### config.mk
export PLATFORM = sky130hd
export DESIGN_NAME = pipe_ctrl_flat
export DESIGN_NICKNAME = d
export VERILOG_FILES = /design/src/rtl/pipe_ctrl_if.sv /design/src/rtl/pipe_ctrl.sv /design/src/flat_wrapper.sv
export SDC_FILE = /design/constraint.sdc
export NUM_CORES = 1
export LEC_CHECK = 0
export CAP_MARGIN = 10
export CORE_MARGIN = 4
export CORE_UTILIZATION = 35
export CTS_CLUSTER_SIZE = 28
export DETAILED_ROUTE_END_ITERATION = 8
export HOLD_SLACK_MARGIN = 0.02
export PLACE_DENSITY = 0.64
export SLEW_MARGIN = 10
export SYNTH_ARGS = -nofsm -noshare
export SYNTH_HDL_FRONTEND = slang
export SYNTH_SLANG_ARGS = --single-unit
### constraint.sdc
create_clock -name clk -period 4.2 [get_ports clk]
set_clock_uncertainty 0.1 [all_clocks]
set_input_delay 0.84 -clock clk [delete_from_list [all_inputs] [get_ports clk]]
set_output_delay 0.84 -clock clk [all_outputs]
set_load 0.01 [all_outputs]
### src/rtl/pipe_ctrl_if.sv
// Control bundle between the hazard/memory side and the pipeline sequencer.
// master drives requests, slave (pipe_ctrl) returns per-stage controls.
interface pipe_ctrl_if #(
   parameter int CNT_W = 16
);
   logic             stop;
   logic             br_taken;
   logic             mem_busy;
   logic             cnt_clr;
   logic             pc_we;
   logic             pc_sel;
   logic             if_id_we;
   logic             if_id_flush;
   logic             id_ex_we;
   logic             id_ex_flush;
   logic             ex_mem_we;
   logic             mem_wb_flush;
   logic [1:0]       state;
   logic [CNT_W-1:0] cnt_stall;
   logic [CNT_W-1:0] cnt_flush;
   logic [CNT_W-1:0] cnt_mwait;
   logic             err_stall;

   modport master (
      output stop, br_taken, mem_busy, cnt_clr,
      input  pc_we, pc_sel, if_id_we, if_id_flush,
      input  id_ex_we, id_ex_flush, ex_mem_we, mem_wb_flush,
      input  state, cnt_stall, cnt_flush, cnt_mwait, err_stall
   );

   modport slave (
      input  stop, br_taken, mem_busy, cnt_clr,
      output pc_we, pc_sel, if_id_we, if_id_flush,
      output id_ex_we, id_ex_flush, ex_mem_we, mem_wb_flush,
      output state, cnt_stall, cnt_flush, cnt_mwait, err_stall
   );
endinterface

### src/rtl/pipe_ctrl.sv
// Pipeline stall/flush sequencer: stage enables, bubbles, next-PC select,
// wrong-path drain after redirects, saturating perf counters and stall watchdog.
module pipe_ctrl #(
   parameter int IMEM_LAT  = 1,
   parameter int STALL_MAX = 4,
   parameter int CNT_W     = 16
) (
   input logic   clk,
   input logic   rst_n,
   pipe_ctrl_if.slave bus
);
   typedef enum logic [1:0] {
      RUN     = 2'd0,
      LDSTALL = 2'd1,
      MWAIT   = 2'd2,
      DRAIN   = 2'd3
   } state_t;

   localparam int RW = $clog2(STALL_MAX + 1);

   state_t           r_state;
   logic [1:0]       r_drain;
   logic [RW-1:0]    r_run;
   logic [CNT_W-1:0] r_cnt_stall;
   logic [CNT_W-1:0] r_cnt_flush;
   logic [CNT_W-1:0] r_cnt_mwait;
   logic             r_err;

   logic w_mb, w_br, w_dr, w_st;

   // Drain is tracked by the slot count so a memory wait cannot lose it
   assign w_mb = bus.mem_busy;
   assign w_br = bus.br_taken & ~w_mb;
   assign w_dr = (r_drain != 2'd0) & ~w_mb & ~bus.br_taken;
   assign w_st = bus.stop & ~w_mb & ~bus.br_taken & (r_drain == 2'd0);

   always_comb begin
      bus.pc_we        = 1'b1;
      bus.pc_sel       = 1'b0;
      bus.if_id_we     = 1'b1;
      bus.if_id_flush  = 1'b0;
      bus.id_ex_we     = 1'b1;
      bus.id_ex_flush  = 1'b0;
      bus.ex_mem_we    = 1'b1;
      bus.mem_wb_flush = 1'b0;
      if (!rst_n) begin
         bus.pc_we        = 1'b0;
         bus.if_id_we     = 1'b0;
         bus.id_ex_we     = 1'b0;
         bus.ex_mem_we    = 1'b0;
         bus.if_id_flush  = 1'b1;
         bus.id_ex_flush  = 1'b1;
         bus.mem_wb_flush = 1'b1;
      end else begin
         unique case (1'b1)
            w_mb: begin
               bus.pc_we        = 1'b0;
               bus.if_id_we     = 1'b0;
               bus.id_ex_we     = 1'b0;
               bus.ex_mem_we    = 1'b0;
               bus.mem_wb_flush = 1'b1;
            end
            w_br: begin
               bus.pc_sel      = 1'b1;
               bus.if_id_flush = 1'b1;
               bus.id_ex_flush = 1'b1;
            end
            w_dr: begin
               bus.if_id_flush = 1'b1;
            end
            w_st: begin
               bus.pc_we       = 1'b0;
               bus.if_id_we    = 1'b0;
               bus.id_ex_flush = 1'b1;
            end
            default: ;
         endcase
      end
   end

   always_ff @(posedge clk or negedge rst_n) begin
      if (!rst_n) begin
         r_state     <= RUN;
         r_drain     <= 2'd0;
         r_run       <= '0;
         r_cnt_stall <= '0;
         r_cnt_flush <= '0;
         r_cnt_mwait <= '0;
         r_err       <= 1'b0;
      end else begin
         unique case (1'b1)
            w_mb: begin
               r_state <= MWAIT;
            end
            w_br: begin
               r_state <= DRAIN;
               r_drain <= 2'(IMEM_LAT);
               r_run   <= '0;
            end
            w_dr: begin
               r_state <= (r_drain == 2'd1) ? RUN : DRAIN;
               r_drain <= r_drain - 2'd1;
               r_run   <= '0;
            end
            w_st: begin
               r_state <= LDSTALL;
               if (int'(r_run) < STALL_MAX)
                  r_run <= r_run + 1'b1;
            end
            default: begin
               r_state <= RUN;
               r_run   <= '0;
            end
         endcase

         if (bus.cnt_clr)
            r_err <= 1'b0;
         else if (w_st && (int'(r_run) + 1 >= STALL_MAX))
            r_err <= 1'b1;

         if (bus.cnt_clr) begin
            r_cnt_stall <= '0;
            r_cnt_flush <= '0;
            r_cnt_mwait <= '0;
         end else begin
            if (w_st && !(&r_cnt_stall))
               r_cnt_stall <= r_cnt_stall + 1'b1;
            if (w_br && !(&r_cnt_flush))
               r_cnt_flush <= r_cnt_flush + 1'b1;
            if (w_mb && !(&r_cnt_mwait))
               r_cnt_mwait <= r_cnt_mwait + 1'b1;
         end
      end
   end

   assign bus.state     = r_state;
   assign bus.cnt_stall = r_cnt_stall;
   assign bus.cnt_flush = r_cnt_flush;
   assign bus.cnt_mwait = r_cnt_mwait;
   assign bus.err_stall = r_err;
endmodule
### src/flat_wrapper.sv
// flat-port wrapper written by rule: the top's interface ports become plain ports
module pipe_ctrl_flat 
#(
   parameter int IMEM_LAT  = 1,
   parameter int STALL_MAX = 4,
   parameter int CNT_W     = 16
)
  (clk, rst_n, bus_stop, bus_br_taken, bus_mem_busy, bus_cnt_clr, bus_pc_we, bus_pc_sel, bus_if_id_we, bus_if_id_flush, bus_id_ex_we, bus_id_ex_flush, bus_ex_mem_we, bus_mem_wb_flush, bus_state, bus_cnt_stall, bus_cnt_flush, bus_cnt_mwait, bus_err_stall);
  pipe_ctrl_if #(.CNT_W(CNT_W)) bus_i ();
  input logic clk;
  input logic rst_n;
  input wire logic [$bits(bus_i.stop)-1:0] bus_stop;
  input wire logic [$bits(bus_i.br_taken)-1:0] bus_br_taken;
  input wire logic [$bits(bus_i.mem_busy)-1:0] bus_mem_busy;
  input wire logic [$bits(bus_i.cnt_clr)-1:0] bus_cnt_clr;
  output wire logic [$bits(bus_i.pc_we)-1:0] bus_pc_we;
  output wire logic [$bits(bus_i.pc_sel)-1:0] bus_pc_sel;
  output wire logic [$bits(bus_i.if_id_we)-1:0] bus_if_id_we;
  output wire logic [$bits(bus_i.if_id_flush)-1:0] bus_if_id_flush;
  output wire logic [$bits(bus_i.id_ex_we)-1:0] bus_id_ex_we;
  output wire logic [$bits(bus_i.id_ex_flush)-1:0] bus_id_ex_flush;
  output wire logic [$bits(bus_i.ex_mem_we)-1:0] bus_ex_mem_we;
  output wire logic [$bits(bus_i.mem_wb_flush)-1:0] bus_mem_wb_flush;
  output wire logic [$bits(bus_i.state)-1:0] bus_state;
  output wire logic [$bits(bus_i.cnt_stall)-1:0] bus_cnt_stall;
  output wire logic [$bits(bus_i.cnt_flush)-1:0] bus_cnt_flush;
  output wire logic [$bits(bus_i.cnt_mwait)-1:0] bus_cnt_mwait;
  output wire logic [$bits(bus_i.err_stall)-1:0] bus_err_stall;
  assign bus_i.stop = bus_stop;
  assign bus_i.br_taken = bus_br_taken;
  assign bus_i.mem_busy = bus_mem_busy;
  assign bus_i.cnt_clr = bus_cnt_clr;
  assign bus_pc_we = bus_i.pc_we;
  assign bus_pc_sel = bus_i.pc_sel;
  assign bus_if_id_we = bus_i.if_id_we;
  assign bus_if_id_flush = bus_i.if_id_flush;
  assign bus_id_ex_we = bus_i.id_ex_we;
  assign bus_id_ex_flush = bus_i.id_ex_flush;
  assign bus_ex_mem_we = bus_i.ex_mem_we;
  assign bus_mem_wb_flush = bus_i.mem_wb_flush;
  assign bus_state = bus_i.state;
  assign bus_cnt_stall = bus_i.cnt_stall;
  assign bus_cnt_flush = bus_i.cnt_flush;
  assign bus_cnt_mwait = bus_i.cnt_mwait;
  assign bus_err_stall = bus_i.err_stall;
  pipe_ctrl #(.IMEM_LAT(IMEM_LAT), .STALL_MAX(STALL_MAX), .CNT_W(CNT_W)) u_core (.clk(clk), .rst_n(rst_n), .bus(bus_i));
endmodule
==> results by group <==
Pwr
  – Lkg Pwr: ~1.6 nW
  – Net switching power: a little under 0.0003 W
  – PwrDens: approximately 260 mW/mm^2
  – Clock power frac: between 20 and 30%
  – Gate power share: around 16%
  – Peak supply drop: between 0.1 and 0.15 mV
  – Flop pwr share: 54.5%
  – Net Sw Frac: 27.7%
  – Cell-internal power: 0.000768 W

Routing
  – DR WL met2: roughly 4 mm
  – TritonRoute pass-1 iters: 4
  – Drt wl/cell: approximately 16 microns
  – Wire length on met1: slightly below 4 mm
  – Via density: 5.75
  – Antenna viol nets, final: 0
  – Post-route DRC: 0
  – DR top layer: met4
  – Via count: about 3000
  – Initial DRC Count: 85
  – Detailed-route wire length: 8.25 mm
  – Met3 WL post-DR: 347 microns

Critical path
  – Most common cell type on the critical path: clkdlybuf4s50_1
  – Cell Chain, Critical Path: clkdlybuf4s50_1 > nand2b_1 > nand3_1 > clkdlybuf4s50_1
  – Worst-path fanout max: 9
  – Critical Path Start: bus_mem_busy
  – Delay-heaviest family, CP: buffers and inverters
  – R2R Path Start: u_core.bus.cnt_stall[12]
  – WP data arrival: approximately 2.4 ns
  – Crit end category: primary output
  – Critical path class: input pin to primary output
  – WP buf/inv: 2
  – Largest stage delay on the critical path: roughly 0.62 ns
  – Worst path required time: ~3.3 ns
  – CP startpoint kind: input pin
  – Max stage delay cell, worst path: clkdlybuf4s50_1

Global routing
  – Number of global-route vias before repair: ~2800
  – Initial antenna violation count: 0
  – Largest net degree at the start of global routing: 37
  – Grt ovf: 0
  – First-pass GRT wire length: 13.7 mm
  – All-Layer GR Usage: about 15%

Clock network
  – H-Tree Level Count: 2
  – Deepest clock path buffer count: 2
  – Hold-fix buffers, CTS: 0
  – CTS tree: built
  – CTS Sinks: 56
  – Root buf cell: clkbuf_8
  – Clock transition at path regs: about 0.1 ns
  – Clk Latency, worst-skew pair: around 0.31 ns
  – CTS resizes: 0
  – Total CTS buffers: 5
  – Post-CTS setup buffer count: 0

Worst hold path
  – Min-delay src: u_core.r_drain[1]
  – Worst hold-check path type: flip-flop to flip-flop

Floorplanning
  – Die width: roughly 100 microns
  – Die height: roughly 100 microns
  – Core area: slightly below 0.009 sq mm
  – Placement Rows: 34
  – Die area: around 0.011 sq mm
  – Num ports: 65
  – Starting Density: between 30% and 40%

Flow run
  – MaxCap Viol Count: 0

STA
  – Slew @ Worst Pin: between 0.9 and 1 ns
  – Endpoints failing setup: 0
  – Fmax: 297 MHz
  – Slew margin rel.: between 30% and 40%
  – Hold WS: approximately 0.4 ns
  – Pins Over Slew Limit: 0
  – Crit share post-route: between 80 and 90%
  – Final TNS setup: 0 ns
  – Fin. Hold Viols: 0
  – RSZ-0062 raised after global routing: false
  – Crit path time final: 3.36 ns

Placement
  – Placed cell area: 0.00395 sq mm
  – Port Buffer Count: 64
  – HPWL after detailed placement: between 5 and 6 mm
  – Routability Congestion: ~0.80
  – Placed cells: about 510

Finish
  – Fin util: a little under half
  – Layout cell share with drive strength beyond 1: 7.75%
  – Final Cell Area: approximately 0.004 sq mm
  – Inserted Diodes: 0
  – Area Growth Syn to Fin: 26.4%
  – Multi-input gate area in the final layout: roughly 0.0017 sq mm
  – Filler Cells Inserted: ~850
  – Register Area: between 0.001 and 0.0015 sq mm
  – Final net count: between 400 and 500
  – Final non-filler cell total: around 520

Logic synthesis
  – Prevailing post-synth register cell: dfrtp_1
  – Main combinational cell family by area after synthesis: simple AND/OR/NAND/NOR gates
  – Multiplexer share of the synthesized area: under 10%
  – XOR/XNOR share of the synthesized area: less than 1%
  – EDFF count, synth: 0
  – Post-synthesis net count: between 300 and 400
  – Adder-cell share of the synthesized area: under 10%
  – Sequential share of the synthesized area: 43.8%
  – Synth warnings: 0
  – Avg Cell Area, Syn: 9.17 sq um
  – Synthesis-stage register bit count: 56
  – Synth Area in Compound Gates: 16.7%
  – Post-Synthesis Cells: ~350
  – Synth unique cells: between 40 and 50
  – Syn Std Cell Area: roughly 0.0032 sq mm
  – Async set-reset flop share out of synthesis: 100%
  – Synth Area in Simple Gates: around 29%

Status
  – Outcome: complete, no violations
## cells in the mapped netlist (all sizes together) (3+ instances only)
library cell	n	area, sq um
o41ai	5	43.8
nor4	14	93.8
nand2b	3	18.8
nand4	13	93.8
ha	6	75.1
nor2	21	78.8
o311ai	5	43.8
o21ai	17	85.1
a31oi	4	25.0
or3	11	68.8
o31ai	10	75.1
or4	11	86.3
inv	12	45.0
and4	6	52.6
nor3	8	40.0
nand2	30	113
mux2	10	113
o211ai	5	37.5
clkbuf	6	22.5
a21oi	32	160
nor2b	13	81.3
and3	7	43.8
dfrtp	56	1400
buf	8	43.8
nand3	15	75.1
## through the flow
stage               total power (W)  worst slack (ns)
floorplan                  0.000682              1.46
global placement           0.000755             0.857
detailed placement         0.000759             0.830
CTS                         0.00108             0.826
global route                0.00112             0.675
finish                      0.00106             0.836
## worst paths after layout
| check | end | slack, ns | depth (start not counted) |
|---|---|---|---|
| max | bus_id_ex_flush | 0.84 | 4 |
| min | u_core.r_drain[1] | 0.40 | 2 |
| max reg2reg | u_core.bus.cnt_stall[0] | 1.78 | 4 |
| min reg2reg | u_core.r_drain[1] | 0.40 | 2 |
| max in group asynchronous | u_core.bus.cnt_flush[12] | 2.82 | 3 |
| min in group asynchronous | u_core.r_drain[1] | 0.43 | 2 |
## metal layers
layer,global-route usage [%],vias to the layer above
met2,25.8,64
met5,0,-
met3,3.61,4
li1,-,1471
met1,19.5,1457
met4,2.56,0
## power groups by stage
stage	Combinational (W)	Sequential, W	Clock (W)
6_report	0.000167	0.000579	0.000317
5_1_grt	0.000185	0.000583	0.000347
4_1_cts	0.000169	0.000580	0.000327
3_5_place_dp	0.000168	0.000590	0
3_3_place_gp	0.000165	0.000590	0
2_1_floorplan	0.0000908	0.000591	0
## registers in the layout, indices dropped and copies added (netlist names)
signal                count
u_core.bus.cnt_stall     16
u_core.r_drain            2
u_core.bus.cnt_mwait     16
u_core.r_run              3
u_core.bus.cnt_flush     16
u_core.bus.state          2
u_core.bus.err_stall      1
## cell families (layout without fill, tap and decap cells)
kind of cell               Yosys count  in the layout
adders and majority gates            6              6
muxes                               12             12
AOI/OAI and AO/OA                   86             86
and+or+nand+nor                    162            162
buffers and inverters               26             90
xor gates and xnor gates             1              1
DFF                                 56             56
## placed cells by master, fill, tap and decap left out, types with 11 or more instances in the layout
cell type / instances
nand4_1: 11
dfrtp_1: 56
nor4_1: 12
nor2_1: 21
nand2_1: 30
a21oi_1: 32
or3_1: 11
nand3_1: 15
clkdlybuf4s50_1: 62
nor2b_1: 13
o21ai_0: 17
inv_1: 11
## worst register-to-register path, cell delays in order, from the launching register on
cell and delay [ns]:
dfrtp_1 0.48, nand4_1 0.30, nor4_2 0.85, a21oi_1 0.26
mux2_2 0.32
## layout make-up
cell class	instances	area share, %
Sequential cell	56	34.6
Clock buffer	7	2.13
Timing Repair Buffer	70	16.7
Multi-Input combinational cell	267	41.9
Clock inverter	1	0.186
Inverter	12	1.11
Tap cell	108	3.34
(Power assumes the default switching activity.)
